===== config.mk =====
export PLATFORM = sky130hd
export DESIGN_NAME = axi_slave_mem
export DESIGN_NICKNAME = d
export VERILOG_FILES = /design/src/rtl/axi_slave_pkg.sv /design/src/rtl/axi_slave_regfile.sv /design/src/rtl/axi_slave_mem.sv
export SDC_FILE = /design/constraint.sdc
export NUM_CORES = 2
export LEC_CHECK = 0
export ABC_CLOCK_PERIOD_IN_PS = 5600
export CAP_MARGIN = 5
export CORE_UTILIZATION = 66
export DETAILED_ROUTE_END_ITERATION = 16
export PLACE_DENSITY = 0.85
export SLEW_MARGIN = 20
export SYNTH_ARGS = -nofsm -noshare
export SYNTH_HDL_FRONTEND = slang
export SYNTH_SLANG_ARGS = --single-unit
export TNS_END_PERCENT = 100

===== constraint.sdc =====
create_clock -name clk -period 5.6 [get_ports clk]
set_clock_uncertainty 0.05 [all_clocks]
set_input_delay 1.12 -clock clk [delete_from_list [all_inputs] [get_ports clk]]
set_output_delay 1.12 -clock clk [all_outputs]
set_load 0.02 [all_outputs]

===== src/rtl/axi_slave_pkg.sv =====
// Shared types and constants for the single-beat AXI slave memory.
package axi_slave_pkg;

    localparam int unsigned DATA_W = 128;
    localparam int unsigned ADDR_W = 64;
    localparam int unsigned STRB_W = DATA_W / 8;

    localparam logic RESP_OKAY = 1'b1;
    localparam logic RESP_ERR  = 1'b0;

    typedef enum logic {W_IDLE, W_RESP} w_state_e;
    typedef enum logic {R_IDLE, R_DATA} r_state_e;

    // Full-width compare so any set upper address bit counts as out of range.
    function automatic logic addr_in_range(input logic [ADDR_W-1:0] addr,
                                           input int unsigned        depth,
                                           input int unsigned        lsb);
        return (addr >> lsb) < ADDR_W'(depth);
    endfunction

endpackage


===== src/rtl/axi_slave_regfile.sv =====
// DEPTH x 128-bit register file: async clear, one byte-enabled write port and one
// combinational read port that returns pre-write data when both hit the same word.
module axi_slave_regfile
    import axi_slave_pkg::*;
#(
    parameter int unsigned DEPTH = 16,
    localparam int unsigned IDX_W = $clog2(DEPTH)
) (
    input  logic              clk,
    input  logic              reset,
    input  logic              we_i,
    input  logic [IDX_W-1:0]  waddr_i,
    input  logic [DATA_W-1:0] wdata_i,
    input  logic [STRB_W-1:0] wstrb_i,
    input  logic [IDX_W-1:0]  raddr_i,
    output logic [DATA_W-1:0] rdata_o
);

    logic [DATA_W-1:0] mem_q [DEPTH];

    always_ff @(posedge clk or negedge reset) begin
        if (!reset) begin
            for (int unsigned i = 0; i < DEPTH; i++) begin
                mem_q[i] <= '0;
            end
        end else if (we_i) begin
            for (int unsigned b = 0; b < STRB_W; b++) begin
                if (wstrb_i[b]) begin
                    mem_q[waddr_i][b*8 +: 8] <= wdata_i[b*8 +: 8];
                end
            end
        end
    end

    assign rdata_o = mem_q[raddr_i];

endmodule


===== src/rtl/axi_slave_mem.sv =====
// Single-beat AXI-style slave backed by a local register file.
// Define AXI_SLV_WSTRB_EN to add the write_strobe byte-enable input.
module axi_slave_mem
    import axi_slave_pkg::*;
#(
    parameter int unsigned DEPTH    = 16,
    parameter int unsigned ADDR_LSB = 4
) (
    input  logic              clk,
    input  logic              reset,
    input  logic              AWVALID,
    output logic              AWREADY,
    input  logic [ADDR_W-1:0] write_address,
    input  logic              WDVALID,
    output logic              WDREADY,
    input  logic [DATA_W-1:0] write_data,
`ifdef AXI_SLV_WSTRB_EN
    input  logic [STRB_W-1:0] write_strobe,
`endif
    output logic              BVALID,
    input  logic              BREADY,
    output logic              BRESP,
    input  logic              RAVALID,
    output logic              RAREADY,
    input  logic [ADDR_W-1:0] read_address,
    output logic              RDVALID,
    input  logic              RDREADY,
    output logic [DATA_W-1:0] read_data,
    output logic              RRESP
);

    localparam int unsigned IDX_W = $clog2(DEPTH);

    w_state_e          w_state_q, w_state_d;
    logic              aw_done_q, aw_done_d, wd_done_q, wd_done_d;
    logic              awready_q, awready_d, wdready_q, wdready_d;
    logic              bvalid_q, bvalid_d, bresp_q, bresp_d;
    logic [ADDR_W-1:0] awaddr_q, awaddr_d;
    logic [DATA_W-1:0] wdata_q, wdata_d;
    logic [STRB_W-1:0] wstrb_q, wstrb_d, strb_in;

    r_state_e          r_state_q, r_state_d;
    logic              raready_q, raready_d, rdvalid_q, rdvalid_d, rresp_q, rresp_d;
    logic [DATA_W-1:0] rdata_q, rdata_d;

    logic              wr_en;
    logic [ADDR_W-1:0] wr_addr;
    logic [DATA_W-1:0] wr_data, rf_rdata;
    logic [STRB_W-1:0] wr_strb;
    logic              aw_hs, wd_hs, ar_hs, rd_in_range;

`ifdef AXI_SLV_WSTRB_EN
    assign strb_in = write_strobe;
`else
    assign strb_in = '1;
`endif

    assign aw_hs = AWVALID & awready_q;
    assign wd_hs = WDVALID & wdready_q;
    assign ar_hs = RAVALID & raready_q;
    assign rd_in_range = addr_in_range(read_address, DEPTH, ADDR_LSB);

    always_comb begin
        w_state_d = w_state_q;
        aw_done_d = aw_done_q;
        wd_done_d = wd_done_q;
        awready_d = awready_q;
        wdready_d = wdready_q;
        bvalid_d  = bvalid_q;
        bresp_d   = bresp_q;
        awaddr_d  = awaddr_q;
        wdata_d   = wdata_q;
        wstrb_d   = wstrb_q;
        wr_en     = 1'b0;
        wr_addr   = awaddr_q;
        wr_data   = wdata_q;
        wr_strb   = wstrb_q;
        unique case (w_state_q)
            W_IDLE: begin
                if (aw_hs) begin
                    aw_done_d = 1'b1;
                    awaddr_d  = write_address;
                end
                if (wd_hs) begin
                    wd_done_d = 1'b1;
                    wdata_d   = write_data;
                    wstrb_d   = strb_in;
                end
                // Ready is also raised here on the first edge out of reset.
                awready_d = !aw_done_d;
                wdready_d = !wd_done_d;
                if (aw_done_d && wd_done_d) begin
                    wr_addr   = awaddr_d;
                    wr_data   = wdata_d;
                    wr_strb   = wstrb_d;
                    wr_en     = addr_in_range(awaddr_d, DEPTH, ADDR_LSB);
                    bvalid_d  = 1'b1;
                    bresp_d   = wr_en ? RESP_OKAY : RESP_ERR;
                    aw_done_d = 1'b0;
                    wd_done_d = 1'b0;
                    awready_d = 1'b0;
                    wdready_d = 1'b0;
                    w_state_d = W_RESP;
                end
            end
            W_RESP: begin
                if (BREADY) begin
                    bvalid_d  = 1'b0;
                    awready_d = 1'b1;
                    wdready_d = 1'b1;
                    w_state_d = W_IDLE;
                end
            end
            default: w_state_d = W_IDLE;
        endcase
    end

    always_comb begin
        r_state_d = r_state_q;
        raready_d = raready_q;
        rdvalid_d = rdvalid_q;
        rresp_d   = rresp_q;
        rdata_d   = rdata_q;
        unique case (r_state_q)
            R_IDLE: begin
                raready_d = 1'b1;
                if (ar_hs) begin
                    rdata_d   = rd_in_range ? rf_rdata : '0;
                    rresp_d   = rd_in_range ? RESP_OKAY : RESP_ERR;
                    rdvalid_d = 1'b1;
                    raready_d = 1'b0;
                    r_state_d = R_DATA;
                end
            end
            R_DATA: begin
                if (RDREADY) begin
                    rdvalid_d = 1'b0;
                    raready_d = 1'b1;
                    r_state_d = R_IDLE;
                end
            end
            default: r_state_d = R_IDLE;
        endcase
    end

    always_ff @(posedge clk or negedge reset) begin
        if (!reset) begin
            w_state_q <= W_IDLE;
            aw_done_q <= 1'b0;
            wd_done_q <= 1'b0;
            awready_q <= 1'b0;
            wdready_q <= 1'b0;
            bvalid_q  <= 1'b0;
            bresp_q   <= RESP_ERR;
            awaddr_q  <= '0;
            wdata_q   <= '0;
            wstrb_q   <= '0;
            r_state_q <= R_IDLE;
            raready_q <= 1'b0;
            rdvalid_q <= 1'b0;
            rresp_q   <= RESP_ERR;
            rdata_q   <= '0;
        end else begin
            w_state_q <= w_state_d;
            aw_done_q <= aw_done_d;
            wd_done_q <= wd_done_d;
            awready_q <= awready_d;
            wdready_q <= wdready_d;
            bvalid_q  <= bvalid_d;
            bresp_q   <= bresp_d;
            awaddr_q  <= awaddr_d;
            wdata_q   <= wdata_d;
            wstrb_q   <= wstrb_d;
            r_state_q <= r_state_d;
            raready_q <= raready_d;
            rdvalid_q <= rdvalid_d;
            rresp_q   <= rresp_d;
            rdata_q   <= rdata_d;
        end
    end

    axi_slave_regfile #(
        .DEPTH(DEPTH)
    ) u_regfile (
        .clk    (clk),
        .reset  (reset),
        .we_i   (wr_en),
        .waddr_i(wr_addr[ADDR_LSB +: IDX_W]),
        .wdata_i(wr_data),
        .wstrb_i(wr_strb),
        .raddr_i(read_address[ADDR_LSB +: IDX_W]),
        .rdata_o(rf_rdata)
    );

    assign AWREADY   = awready_q;
    assign WDREADY   = wdready_q;
    assign BVALID    = bvalid_q;
    assign BRESP     = bresp_q;
    assign RAREADY   = raready_q;
    assign RDVALID   = rdvalid_q;
    assign RRESP     = rresp_q;
    assign read_data = rdata_q;

endmodule


==> run metrics <==
Pre-antenna DRT Iters 5; IO Pins 398; gr usage total 0.312; leakage power 0.0597 uW; outcome completed; vias in the first global route 66100; worst slew pin tran 1.12 ns; largest net degree at the start of global routing 189; max incr delay on CP 0.79 ns; count of warnings emitted by yosys 0; DP Area 116000 um^2; period utilisation layout 0.786; Crit-path slowest cell and4_2; CTS tree done; WP depth 8; vias 59800; post-route cell area 123000 um^2; post-route insts no fill 9346; Cell Pwr Density 326 nW/um^2; Mean Syn Cell Area 16.5 um^2; crit path cell chain clkdlybuf4s50_1 > a21oi_1 > or3_1 > o31ai_1 > and4_2 > buf_4 > nand2b_1 > mux2_1; post-synth net total 6895; Max Cap Viol 0; FFs w/ async S/R, synth 1.00; busiest layer in global routing met2; RSZ-0062 raised after global routing no; die area 167000 um^2; IO Port Bufs 389; post-synthesis cell count 6632; Cell variety after synth 45; Final Setup Violations 0; mapped cell area 109000 um^2; Placer Congestion 0.838; maximum vdd drop 0.000358 V; relative slew slack 0.252; Fill cells 9242; Clock Latency Late Sink 0.85 ns; final global-route overflow total 0; Worst Path Arrival 5.07 ns; Post-CTS Setup Inserts 0; deepest level of the CTS H-tree 4; post-DP HPWL 165000 um; Area growth syn-to-layout 12.9%; fmax 227 MHz; CP Buf/Inv Count 2; Post-DRT Antenna Nets 0; GR Util met1 0.427; Final Hold Fails 0; CTS root buf clkbuf_16; EDFF count, synth 0; register area 59800 um^2; Initial Utilization 0.668; Synth Flop Type dfrtp_1; Final Power 40200 uW; CTS Buf Count 232; met2 Use GR 0.518; DIE WIDTH 409 um; first-pass GRT wire length 400000 um; Total Wirelength 253000 um; core box area 164000 um^2; Clock transition at path regs 0.06 ns; worst r2r path cells 7; critical path type in2reg; drt via density 6.40; min cycle time layout 4.40 ns; Post-Place Cells 8914; initial antenna violation count 12; CP max FO 11; Worst Setup Start Kind input pin; Pins Over Slew Limit 0; footprint of the multi-input gates 47200 um^2; Initial DRC Count 4329; CTS sink cnt 2391; Max Root-Sink Buffers 3; layout cell share with drive strength beyond 1 0.517; Final nets 7237; Hold Crit Class in2async; synthesized flop and latch total 2391; reg-to-reg slack, setup 1.44 ns; setup_tns 0 ns; Finished Core Util 0.754; Worst setup EP type flop; die height 409 um; post-CTS sizing 0; Crit path required time 6.27 ns; sequential share of the synthesized area 0.547; met3 Usage GRT 0.0454; hold buffers post-CTS 0; Rows 148; delay-heaviest family, CP simple AND/OR/NAND/NOR gates; Avg WL per Cell 27.0 um; final routed DRC violation total 0
-- placed cells by master (no fill, tap or decap), types with 65 or more instances in the layout --
cell,count
dfrtp_1,2391
mux2_2,2210
mux4_2,640
clkdlybuf4s50_1,384
clkbuf_16,234
nand2_1,139
inv_1,135
o21ai_0,129
buf_4,106
nor2_8,101
mux2_4,82
nor2_2,78
mux2_1,76
nand2b_1,65
-- report_power, final --
part / internal, uW / leakage [uW] / switching [uW]
Sequential: 18000 / 0.0329 / 404
Clock: 8980 / 0.00377 / 6590
Combinational: 1970 / 0.0230 / 4210
Total: 29000 / 0.0597 / 11200
-- logic make-up (layout without fill, tap and decap cells) --
logic type,Yosys count,after routing,share of synthesized area
compound gates,169,169,0.0104
buf+inv,560,1089,0.0230
flops,2391,2391,0.547
mux,3013,3013,0.379
other cells,0,10,0
simple gates,499,499,0.0401
-- synthesized netlist by cell type, types with 8 or more instances --
| library cell | number | area share |
|---|---|---|
| dfrtp_1 | 2391 | 0.55 |
| mux2_2 | 2210 | 0.23 |
| mux4_2 | 640 | 0.13 |
| clkbuf_1 | 300 | 0.010 |
| nand2_1 | 139 | 0.0048 |
| inv_1 | 135 | 0.0046 |
| o21ai_0 | 129 | 0.0059 |
| nor2_8 | 101 | 0.018 |
| mux2_4 | 82 | 0.011 |
| nor2_2 | 79 | 0.0045 |
| mux2_1 | 76 | 0.0078 |
| nand2b_1 | 65 | 0.0037 |
| buf_1 | 52 | 0.0018 |
| nor4_1 | 36 | 0.0021 |
| buf_2 | 32 | 0.0015 |
| nor2_4 | 29 | 0.0030 |
| buf_6 | 26 | 0.0027 |
| nand4_2 | 13 | 0.0015 |
| nand4_1 | 10 | 0.00057 |
| buf_12 | 9 | 0.0016 |
| o211ai_4 | 9 | 0.0018 |
| o311ai_0 | 8 | 0.00064 |
-- routing by layer --
metal | vias up | routed length, um
li1 | 25400 | -
met1 | 32500 | 104000
met2 | 1542 | 129000
met3 | 429 | 11800
met4 | 0 | 8480
met5 | - | 0
-- stage by stage --
| stage | setup WS (ns) | hold WS (ns) |
|---|---|---|
| 2_1_floorplan | 1.99 | 0.403 |
| 3_3_place_gp | 0.495 | 0.409 |
| 3_5_place_dp | 0.405 | 0.415 |
| 4_1_cts | 1.27 | 0.211 |
| 5_1_grt | 1.09 | 0.255 |
| 6_report | 1.20 | 0.241 |
-- flip-flops by register name, summed over array words and instances (netlist names) --
register,cells
BVALID,1
aw_done_q,1
RRESP,1
AWREADY,1
wdata_q,128
RAREADY,1
awaddr_q,60
read_data,128
w_state_q,1
WDREADY,1
u_regfile.mem_q,2048
wd_done_q,1
RDVALID,1
BRESP,1
r_state_q,1
wstrb_q,16
-- layout make-up --
class / count / share of cell area
flip-flops and latches: 2391 / 0.485
multi-input cells: 3681 / 0.382
clock buffers: 355 / 0.0562
repair buffers: 533 / 0.0445
well taps: 2175 / 0.0221
clock inverters: 66 / 0.00563
inverters: 135 / 0.00411
diodes: 10 / 0.000203
-- worst paths after layout --
| check | startpoint | to |
|---|---|---|
| worst min register to register | read_data[115]$_DFFE_PN0P_ | read_data[115]$_DFFE_PN0P_ |
| worst max-delay path | AWVALID | u_regfile.mem_q[328]$_DFFE_PN0P_ |
| worst min-delay path | reset | u_regfile.mem_q[1523]$_DFFE_PN0P_ |
| worst max register to register | AWREADY$_DFFE_PN0P_ | u_regfile.mem_q[328]$_DFFE_PN0P_ |
| max in group asynchronous | reset | read_data[61]$_DFFE_PN0P_ |
| min in group clk | read_data[115]$_DFFE_PN0P_ | read_data[115]$_DFFE_PN0P_ |
Power figures use the tool's default switching activity.
